<file path="config.mk">
export PLATFORM = sky130hd
export DESIGN_NAME = logic_unit_pipe
export DESIGN_NICKNAME = d
export VERILOG_FILES = /design/src/rtl/logic_unit_pkg.sv /design/src/rtl/logic_unit_eval.sv /design/src/rtl/logic_unit_pipe.sv
export SDC_FILE = /design/constraint.sdc
export NUM_CORES = 1
export LEC_CHECK = 0
export CORE_MARGIN = 3
export CORE_UTILIZATION = 40
export CTS_CLUSTER_DIAMETER = 60
export CTS_CLUSTER_SIZE = 40
export DETAILED_ROUTE_END_ITERATION = 12
export PLACE_DENSITY = 0.62
export SKIP_LAST_GASP = 1
export SYNTH_ARGS = -nofsm -noshare
export SYNTH_HDL_FRONTEND = slang
export SYNTH_SLANG_ARGS = --single-unit
</file>
<file path="constraint.sdc">
create_clock -name clk -period 3.5 [get_ports clk]
set_input_delay 0.35 -clock clk [delete_from_list [all_inputs] [get_ports clk]]
set_output_delay 0.35 -clock clk [all_outputs]
set_load 0.01 [all_outputs]
</file>
<file path="src/rtl/logic_unit_pkg.sv">
// Shared types and the per-bit gate function for the pipelined logic unit.
//   op_e    : 3-bit opcode (AND, OR, NOT, NAND, NOR, XOR, XNOR, BUF)
//   flags_t : status flags that travel with each result
package logic_unit_pkg;

  localparam int unsigned OP_W = 3;

  typedef enum logic [OP_W-1:0] {
    OP_AND  = 3'd0,
    OP_OR   = 3'd1,
    OP_NOT  = 3'd2,
    OP_NAND = 3'd3,
    OP_NOR  = 3'd4,
    OP_XOR  = 3'd5,
    OP_XNOR = 3'd6,
    OP_BUF  = 3'd7
  } op_e;

  typedef struct packed {
    logic zero;
    logic ones;
    logic parity;
  } flags_t;

  // Single-bit gate evaluation; NOT and BUF look only at a.
  function automatic logic eval_bit(input op_e op, input logic a, input logic b);
    logic r;
    r = 1'b0;
    case (op)
      OP_AND:  r = a & b;
      OP_OR:   r = a | b;
      OP_NOT:  r = ~a;
      OP_NAND: r = ~(a & b);
      OP_NOR:  r = ~(a | b);
      OP_XOR:  r = a ^ b;
      OP_XNOR: r = ~(a ^ b);
      OP_BUF:  r = a;
      default: r = 1'b0;
    endcase
    return r;
  endfunction

endpackage

</file>
<file path="src/rtl/logic_unit_eval.sv">
// Combinational WIDTH-bit logic evaluation.
//   op     : opcode
//   a, b   : operands (b unused by NOT/BUF)
//   result : f(op, a, b)
module logic_unit_eval
  import logic_unit_pkg::*;
#(
  parameter int unsigned WIDTH = 8
) (
  input  op_e              op,
  input  logic [WIDTH-1:0] a,
  input  logic [WIDTH-1:0] b,
  output logic [WIDTH-1:0] result
);

  // Bitwise ops are independent per bit lane.
  for (genvar i = 0; i < WIDTH; i++) begin : g_bit
    assign result[i] = eval_bit(op, a[i], b[i]);
  end

endmodule

</file>
<file path="src/rtl/logic_unit_pipe.sv">
// Two-stage pipelined bitwise logic unit with valid/ready on both sides.
//   in_valid/in_ready   : operation handshake (in_ready combinational from out_ready)
//   in_op/in_chain      : opcode; chain replaces B with the last accepted result
//   in_a/in_b           : operands
//   out_valid/out_ready : result handshake
//   out_result          : registered result
//   out_zero/ones/parity: registered flags for out_result
//   txn_count           : results consumed, wrapping
module logic_unit_pipe
  import logic_unit_pkg::*;
#(
  parameter int unsigned WIDTH = 8,
  parameter int unsigned CNTW  = 16
) (
  input  logic             clk,
  input  logic             rst_n,
  input  logic             in_valid,
  output logic             in_ready,
  input  logic [2:0]       in_op,
  input  logic             in_chain,
  input  logic [WIDTH-1:0] in_a,
  input  logic [WIDTH-1:0] in_b,
  output logic             out_valid,
  input  logic             out_ready,
  output logic [WIDTH-1:0] out_result,
  output logic             out_zero,
  output logic             out_ones,
  output logic             out_parity,
  output logic [CNTW-1:0]  txn_count
);

  logic             s1_valid;
  logic [WIDTH-1:0] s1_res;
  logic [WIDTH-1:0] acc;
  logic             s2_valid;
  logic [WIDTH-1:0] s2_res;
  flags_t           s2_flags;

  logic             s2_free_c;
  logic             accept_c;
  logic             s2_load_c;
  logic [WIDTH-1:0] b_eff_c;
  logic [WIDTH-1:0] f_res_c;
  flags_t           s1_flags_c;

  // Handshake chain: a stage frees up when its downstream drains this cycle.
  assign s2_free_c = ~s2_valid | out_ready;
  assign in_ready  = ~s1_valid | s2_free_c;
  assign accept_c  = in_valid & in_ready;
  assign s2_load_c = s1_valid & s2_free_c;

  assign b_eff_c = in_chain ? acc : in_b;

  logic_unit_eval #(.WIDTH(WIDTH)) u_eval (
    .op     (op_e'(in_op)),
    .a      (in_a),
    .b      (b_eff_c),
    .result (f_res_c)
  );

  // Flags are precomputed from stage 1 so they register alongside the result.
  assign s1_flags_c.zero   = ~|s1_res;
  assign s1_flags_c.ones   = &s1_res;
  assign s1_flags_c.parity = ^s1_res;

  // Stage 1: capture on accept; acc tracks the last accepted result.
  always_ff @(posedge clk or negedge rst_n) begin
    if (!rst_n) begin
      s1_valid <= 1'b0;
      s1_res   <= '0;
      acc      <= '0;
    end else if (accept_c) begin
      s1_valid <= 1'b1;
      s1_res   <= f_res_c;
      acc      <= f_res_c;
    end else if (s2_free_c) begin
      s1_valid <= 1'b0;
    end
  end

  // Stage 2: output register, holds while stalled.
  always_ff @(posedge clk or negedge rst_n) begin
    if (!rst_n) begin
      s2_valid <= 1'b0;
      s2_res   <= '0;
      s2_flags <= '0;
    end else if (s2_load_c) begin
      s2_valid <= 1'b1;
      s2_res   <= s1_res;
      s2_flags <= s1_flags_c;
    end else if (out_ready) begin
      s2_valid <= 1'b0;
    end
  end

  // Completed-transaction counter, wraps naturally.
  always_ff @(posedge clk or negedge rst_n) begin
    if (!rst_n) begin
      txn_count <= '0;
    end else if (s2_valid & out_ready) begin
      txn_count <= txn_count + CNTW'(1);
    end
  end

  assign out_valid  = s2_valid;
  assign out_result = s2_res;
  assign out_zero   = s2_flags.zero;
  assign out_ones   = s2_flags.ones;
  assign out_parity = s2_flags.parity;

endmodule

</file>
==> flow_summary.json <==
{
  "place.gp.congestion": 0.769,
  "setup_viol": 0,
  "start_util_pct": 42.3,
  "power_density_mw_per_mm2": 443,
  "irDropWorstVdd_uv": 289,
  "crit_slowest_cell": "clkdlybuf4s50_1",
  "grt.total_usage_pct": 15.1,
  "clk_pin_slew_ns": 0.08,
  "synth_fp_nets": 330,
  "dpl.hpwl_um": 3950,
  "cp-start-kind": "input pin",
  "p_leak_nw": 1.48,
  "finalHoldViolCount": 0,
  "portBuffers": 52,
  "ys.flop_type": "dfrtp_1",
  "cts-htree-levels": 2,
  "clk_latency_ns": 0.28,
  "min_path_type": "input pin to asynchronous set/reset pin",
  "netlist-cell-type-count": 43,
  "synth-async-reset-ratio_pct": 100,
  "globalRouteOverflowTotal": 0,
  "finalCriticalPeriod_ns": 2.30,
  "synth_common_cells": "dfrtp_1 (37), nand2_1 (32), inv_1 (28)",
  "dieWidth_um": 86.3,
  "grt_start_max_net_pins": 38,
  "instances_no_fill": 405,
  "worstPathCellList": "clkdlybuf4s50_1, mux2i_1, ha_1, mux2_2, a32oi_1, o21ai_1, a22o_1",
  "nets": 378,
  "ys_seq_elements": 37,
  "skew_ns": 0.00431,
  "ys_seq_area_share_pct": 35.9,
  "avgSynthCellArea_um2": 9.18,
  "die-area_mm2": 0.00745,
  "fmax_mhz": 434,
  "coreArea_mm2": 0.00610,
  "post_cts_buffers": 0,
  "min_period_over_period_pct": 65.8,
  "wl_um": 5300,
  "grt_pass1_wl_um": 9170,
  "wl_per_cell_um": 13.1,
  "cp_num_buf_inv": 1,
  "ys_top_cells_by_area": "dfrtp_1 (36%), ha_1 (12%), nand2_1 (4.7%)",
  "syn-instance-count": 281,
  "worstMarginPinSlew_ns": 0.944,
  "ctsResizeCount": 0,
  "reg2reg_slack_ns": 1.75,
  "synth_top_area_share_pct": 35.9,
  "drt.antenna.violating_nets": 0,
  "rows": 28,
  "via_per_inst": 5.20,
  "fill_cells": 610,
  "slew_headroom_pct": 36.9,
  "synth_most_common_cell": "dfrtp_1",
  "area_delta_synth_final_pct": 24.9,
  "drc_errors": 0,
  "synth_area_mm2": 0.00258,
  "top_level_ports": 53,
  "antenna_cells": 0,
  "first_pass_iters": 5,
  "clockBufferDepth": 2,
  "outcome": "completed",
  "tns_ns": 0,
  "cts_sinks": 37,
  "maxSlewViolCount": 0,
  "maxCapViolations": 0,
  "drtIter0Drc": 69,
  "grt_pass1_vias": 1965,
  "die_h_um": 86.3,
  "grt_antenna_before_repair": 0,
  "synth_top_cell_by_area": "dfrtp_1",
  "drive_above_1_share_pct": 6.36,
  "cpLargestDelayFamily": "buffers and inverters",
  "cts_tree": "done",
  "cts_buffers": 5,
  "yosys_warnings": 0,
  "synth_edf_count": 0,
  "end_kind": "register",
  "rsz0062_at_grt": "false",
  "crit_arrival_ns": 2.48,
  "required_ns": 3.67,
  "worstPathMaxFanout": 8,
  "holdBufCountCts": 0,
  "setup.worst_path.class": "input pin to register",
  "post-route-util_pct": 52.8,
  "root_buffer": "clkbuf_8",
  "route.vias.total": 2106,
  "dp.cells": 397,
  "slowest_delay_ns": 0.81
}
==> worst reg2reg max path, cell delays in order, from the launching register on <==
cell	delay, ns
dfrtp_1	0.40
mux2i_1	0.11
ha_1	0.31
mux2_2	0.33
a32oi_1	0.19
o21ai_1	0.09
a22o_1	0.21
==> registers in the layout (all words and copies together) (netlist names) <==
| signal | flops |
|---|---|
| out_ones | 1 |
| s1_valid | 1 |
| out_parity | 1 |
| out_valid | 1 |
| out_zero | 1 |
| acc | 8 |
| txn_count | 16 |
| out_result | 8 |
==> cells in the final DEF (no fill, tap or decap), types with 2 or more instances in the layout <==
cell type / n
nand3_1: 4
buf_4: 3
a311oi_1: 2
clkbuf_8: 5
dfrtp_1: 37
nand2_1: 32
nor2b_1: 2
nand2b_1: 13
nor3_1: 7
o21ai_1: 4
nand4_1: 3
clkinv_2: 2
o31ai_1: 3
a21oi_1: 12
a21boi_0: 3
xor2_1: 7
mux2_2: 2
clkdlybuf4s50_1: 51
nor4_4: 2
and3_1: 2
ha_1: 25
xnor2_1: 11
nand3b_1: 2
a32o_1: 3
o21ai_0: 20
a211oi_1: 5
a31oi_1: 4
mux2i_1: 11
nand3_4: 2
inv_1: 28
nor2_1: 8
==> routing by layer <==
layer  share of wire [%]  track usage, %  up-vias
met1                  48            20.8      971
met4                0.96            3.82        0
met2                  47            24.9       63
li1                    -               -     1068
met3                 5.0            2.19        4
met5                   0               0        -
==> final cells by class <==
cell class / count / area, µm² / area share, %
Tap cell: 75 / 93.8 / 2.91
Timing Repair Buffer: 55 / 538 / 16.7
Clock buffer: 6 / 72.6 / 2.25
Multi-Input combinational cell: 202 / 1480 / 45.8
Sequential cell: 37 / 926 / 28.7
Clock inverter: 2 / 10.0 / 0.311
Inverter: 28 / 105 / 3.26
==> per-stage QoR <==
stage / hold WS [ns] / worst slack (ns) / area [µm²] / total power, W
2_1_floorplan: 0.0544 / 1.65 / 2580 / 0.000913
3_3_place_gp: 0.461 / 0.928 / 3140 / 0.00114
3_5_place_dp: 0.466 / 0.882 / 3140 / 0.00115
4_1_cts: 0.194 / 1.18 / 3220 / 0.00144
5_1_grt: 0.232 / 1.08 / 3220 / 0.00154
6_report: 0.166 / 1.20 / 3220 / 0.00143
==> where the power goes <==
group	internal, W	leakage, nW	total [W]	switching [W]
Clock	0.000138	0.0450	0.000290	0.000152
Sequential	0.000511	0.471	0.000608	0.0000978
Combinational	0.000282	0.966	0.000528	0.000245
==> logic make-up after synthesis <==
logic type | count (synthesis) | synth area share, %
adder cells (fa/ha/maj) | 25 | 12.1
buffers and inverters | 42 | 6.89
AO/OA/AOI/OAI | 63 | 15.3
AND/OR/NAND/NOR | 83 | 18.5
XOR/XNOR | 18 | 6.11
flip-flops | 37 | 35.9
multiplexers | 13 | 5.14
==> final timing paths <==
path | from | to | cells after the start
worst min register to register | txn_count[15] | txn_count[15] | 1
max in group asynchronous | rst_n | out_result[0] | 1
worst max register to register | acc[3] | acc[3] | 6
min in group clk | txn_count[15] | txn_count[15] | 1
worst max-delay path | in_chain | acc[3] | 7
worst min-delay path | rst_n | txn_count[7] | 1
No activity file was read; power rests on OpenSTA's default activity.
==> patch 1 (same settings) <==
Make the reset (`rst_n`) synchronous in 3 clocked blocks.
--- a/src/rtl/logic_unit_pipe.sv
+++ b/src/rtl/logic_unit_pipe.sv
@@ -65,5 +65,5 @@
 
   // Stage 1: capture on accept; acc tracks the last accepted result.
-  always_ff @(posedge clk or negedge rst_n) begin
+  always_ff @(posedge clk) begin
     if (!rst_n) begin
       s1_valid <= 1'b0;
@@ -80,5 +80,5 @@
 
   // Stage 2: output register, holds while stalled.
-  always_ff @(posedge clk or negedge rst_n) begin
+  always_ff @(posedge clk) begin
     if (!rst_n) begin
       s2_valid <= 1'b0;
@@ -95,5 +95,5 @@
 
   // Completed-transaction counter, wraps naturally.
-  always_ff @(posedge clk or negedge rst_n) begin
+  always_ff @(posedge clk) begin
     if (!rst_n) begin
       txn_count <= '0;
Formal check against the unedited RTL: differs if rst_n is asserted again (counterexample within 4 cycles, from zero or initial values and one cycle with rst_n low); with rst_n held inactive, the same outputs for 10 cycles.
==> patch 1 against the unedited design <==
Cell count grew 5.7%. Setup slack gained 0.062 ns. Die area shrank 1.1%. Via count grew 7.7%. Sequential cell count is the same. Wire length grew 5.8%. Largest cell class unchanged. Synthesized cell count grew 8.5%. Sequential share of layout area shrank 5.5 points. Register-to-register slack gained 0.06 ns. Cell area shrank 0.97%. First-iteration DRC count grew 19%. Non-clock buffer count is the same. Synthesized area shrank 1.2%.
Power is not compared: it rests on default switching activity, and its combinational part moved more than twofold at a synthesized area within 25%.
==> patch 1: results (changes against the unedited design) <==
number of diodes 0 (unchanged); worst vdd ir 0.145 mV; Seq/Total Area, Yosys 29.1% (was 35.9%); post-route insts no fill 428 (was 405); placed insts 420 (was 397); vias in the first global route 2001 (was 1965); remaining global-route overflow 0 (unchanged); GP Congestion 0.832 (was 0.769); Detailed Routing Iterations Pass 1 4 (was 5); Port Buffer Count 52 (unchanged); most flop-heavy register txn_count (unchanged); hold path cells 2; slack of the worst reg-to-reg path 1.81 ns (was 1.75 ns); Nets 401 (was 378); synth cell count leaders dfxtp_1, inv_1, ha_1, nor2_1 (was dfrtp_1, nand2_1, inv_1); Vias 2268 (was 2106); Async SR Flop Fraction 0% (was 100%); CP startpoint in_chain (unchanged); Synth area leaders dfxtp_1, ha_1, mux2i_1 (was dfrtp_1, ha_1, nand2_1); crit path to acc[2]$_SDFFE_PN0P_ (was acc[3]$_DFFE_PN0P_); cts repair resizes 0 (unchanged); slew margin rel. 54.7% (was 36.9%); cells on worst reg2reg path 5 (was 6); Tot GR Track Use 15.4% (was 15.1%); Post-synth top flop dfxtp_1 (was dfrtp_1); postcts setup bufs 0 (unchanged); min-delay worst type reg2reg (was in2async); Syn. warnings 0 (unchanged); DRT iter0 DRCs 82 (was 69); Synth cell types 50 (was 43); WL final 5.61 mm (was 5.30 mm); clock skew 0.00409 ns (was 0.00431 ns); Final Hold Slack 0.455 ns (was 0.166 ns); status finished clean (unchanged); share of post-route cells with drive strength above 1 4.82% (was 6.36%); critical-path maximum fanout 8 (unchanged); worst r2r dst acc[2]$_SDFFE_PN0P_ (was acc[3]$_DFFE_PN0P_); leakage 0.00135 uW; Syn Nets 354 (was 330); Avg Cell Area, Syn 8.35 sq um (was 9.18 sq um); reg-to-reg startpoint acc[2]$_SDFFE_PN0P_ (was acc[3]$_DFFE_PN0P_); first-pass GRT wire length 9.16 mm (was 9.17 mm); largest net degree at the start of global routing 29 (was 38); clock buffer count from CTS 5 (unchanged); post-DP HPWL 4.24 mm (was 3.95 mm); CP Data Arrival Time 2.41 ns (was 2.48 ns)
[patch 1: kinds of logic after synthesis]
kind of cell	after synthesis	share of synthesized area, %
buffers and inverters	46	7.76
AND/OR/NAND/NOR	93	18.7
multiplexers	23	9.09
XOR/XNOR	13	4.47
flip-flops	37	29.1
adder cells (fa/ha/maj)	25	12.3
AO/OA/AOI/OAI	68	18.6
[patch 1: metrics by stage]
stage / power, uW / setup slack, ns / instance area [sq um]
2_1_floorplan: 615 / 1.50 / 2550
3_3_place_gp: 690 / 0.984 / 3100
3_5_place_dp: 693 / 0.947 / 3100
4_1_cts: 993 / 1.25 / 3190
5_1_grt: 1040 / 1.14 / 3190
6_report: 980 / 1.26 / 3190
[patch 1: power groups by stage]
stage	logic, uW	registers [uW]	clock network, uW
after global routing	252	461	331
after CTS	226	458	309
after floorplan	153	463	0
final	224	457	299
after detailed placement	225	468	0
after global placement	222	467	0
[patch 1: worst min path at each step]
| stage | end |
|---|---|
| 5_1_grt | out_zero$_SDFFE_PN0P_ |
| 3_5_place_dp | out_ones$_SDFFE_PN0P_ |
| 6_report | out_ones$_SDFFE_PN0P_ |
| 4_1_cts | out_ones$_SDFFE_PN0P_ |
| 3_3_place_gp | out_ones$_SDFFE_PN0P_ |
| 2_1_floorplan | out_valid$_SDFFE_PN0P_ |
[patch 1: final cells by class]
cell class                 instances  area (sq um)
sequential                        37           741
timing repair buffer              55           543
inverter                          31           116
clock inverter                     3          17.5
multi-input combinational        222          1610
fill                             617          2870
clock buffer                       5          68.8
tap                               75          93.8
[patch 1: worst max-delay path: stages]
cell,delay [ns]
clkdlybuf4s50_1,0.79
mux2i_1,0.32
ha_1,0.28
o2bb2ai_1,0.13
a2111oi_0,0.42
o21ai_1,0.11
[patch 1: routing by layer]
| layer | up-vias | wire (microns) | track usage (%) | part of all wire, % |
|---|---|---|---|---|
| li1 | 1176 | - | - | - |
| met1 | 1032 | 2720 | 19.9 | 49 |
| met2 | 54 | 2590 | 26.3 | 46 |
| met3 | 6 | 216 | 2.59 | 3.9 |
| met4 | 0 | 79 | 4.75 | 1.4 |
| met5 | - | 0 | 0 | 0 |
==> patch 2 (same flow settings) <==
Made on the original files. `WIDTH` is set to 8 in 2 places; all go to 12.
--- a/src/rtl/logic_unit_eval.sv
+++ b/src/rtl/logic_unit_eval.sv
@@ -6,5 +6,5 @@
   import logic_unit_pkg::*;
 #(
-  parameter int unsigned WIDTH = 8
+  parameter int unsigned WIDTH = 12
 ) (
   input  op_e              op,
--- a/src/rtl/logic_unit_pipe.sv
+++ b/src/rtl/logic_unit_pipe.sv
@@ -10,5 +10,5 @@
   import logic_unit_pkg::*;
 #(
-  parameter int unsigned WIDTH = 8,
+  parameter int unsigned WIDTH = 12,
   parameter int unsigned CNTW  = 16
 ) (
Interface: changed (resized in_a, in_b and out_result); port bits go from 53 to 65. The function was not compared with the original's and may differ.
==> patch 2 against the unedited design <==
Sequential cell count up 8. Cell count increased by 34%. Wire length is 41% higher. Synthesized area is 32% higher. Total power up 26%. Cell area increased by 29%. Largest power group unchanged. Setup slack lost 0.033 ns.
==> patch 2: results (changes against the unedited design) <==
crit path to acc[9]$_DFFE_PN0P_ (was acc[3]$_DFFE_PN0P_); share of post-route cells with drive strength above 1 5.88% (was 6.36%); Synth area leaders dfrtp_1, ha_1, mux2i_1 (was dfrtp_1, ha_1, nand2_1); Seq/Total Area, Yosys 33.2% (was 35.9%); Inverters 39 (was 28); worst vdd ir 0.181 mV (was 0.289 mV); buffering overhead 15.9% (was 16.7%); post-DP HPWL 5.59 mm (was 3.95 mm); flops & latches, synth 45 (was 37); Avg Cell Area, Syn 8.79 sq um (was 9.18 sq um); Synth cell types 47 (was 43); Port Buffer Count 64 (was 52); CLK BUF 5 (was 6); status finished clean (unchanged); mux cell area share after synthesis 6.56% (was 5.14%); post-route insts no fill 544 (was 405); Placed Area 0.00407 sq mm (was 0.00314 sq mm); Via density 5.20 (about the same); GP Congestion 0.789 (was 0.769); vias in the first global route 2673 (was 1965); multi-input gates 282 (was 202); area of the multi-input gates 0.00201 sq mm (was 0.00148 sq mm); slack of the worst reg-to-reg path 1.81 ns (was 1.75 ns); Clock buf/inv share 2.16% (was 2.56%); Syn Nets 455 (was 330); Detailed Routing Iterations Pass 1 4 (was 5); Min Clock Period, post-route 2.34 ns (was 2.30 ns); Non-CTS buffers 68 (was 55); CORE AREA 0.00797 sq mm (was 0.00610 sq mm)
-- patch 2: cell count changes after synthesis, sizes merged, moves of 9 or more --
cell | unedited run | this run
inv | 28 | 39
mux2i | 11 | 20
nor2 | 8 | 23
ha | 25 | 37
nand2 | 33 | 47
a21oi | 12 | 24
-- patch 2: routing by layer --
| layer | share of wire [%] | GRT usage [%] | vias up |
|---|---|---|---|
| met5 | 0 | 0 | - |
| met4 | 1.1 | 4.37 | 0 |
| met3 | 3.9 | 1.07 | 6 |
| met2 | 46 | 25.4 | 74 |
| met1 | 49 | 22.3 | 1305 |
| li1 | - | - | 1442 |
-- patch 2: report_power, final --
part	switching, uW	internal (uW)	leakage (uW)
logic	335	380	0.00129
registers	119	623	0.000568
clock network	194	142	0.0000445
total	648	1140	0.00190
-- patch 2: stage by stage --
stage / utilization (%) / hold slack, ns
floorplan: - / 0.0544
global placement: 51.1 / 0.462
detailed placement: 51.1 / 0.470
CTS: 52.2 / 0.268
global route: 52.2 / 0.310
finish: 52.2 / 0.221
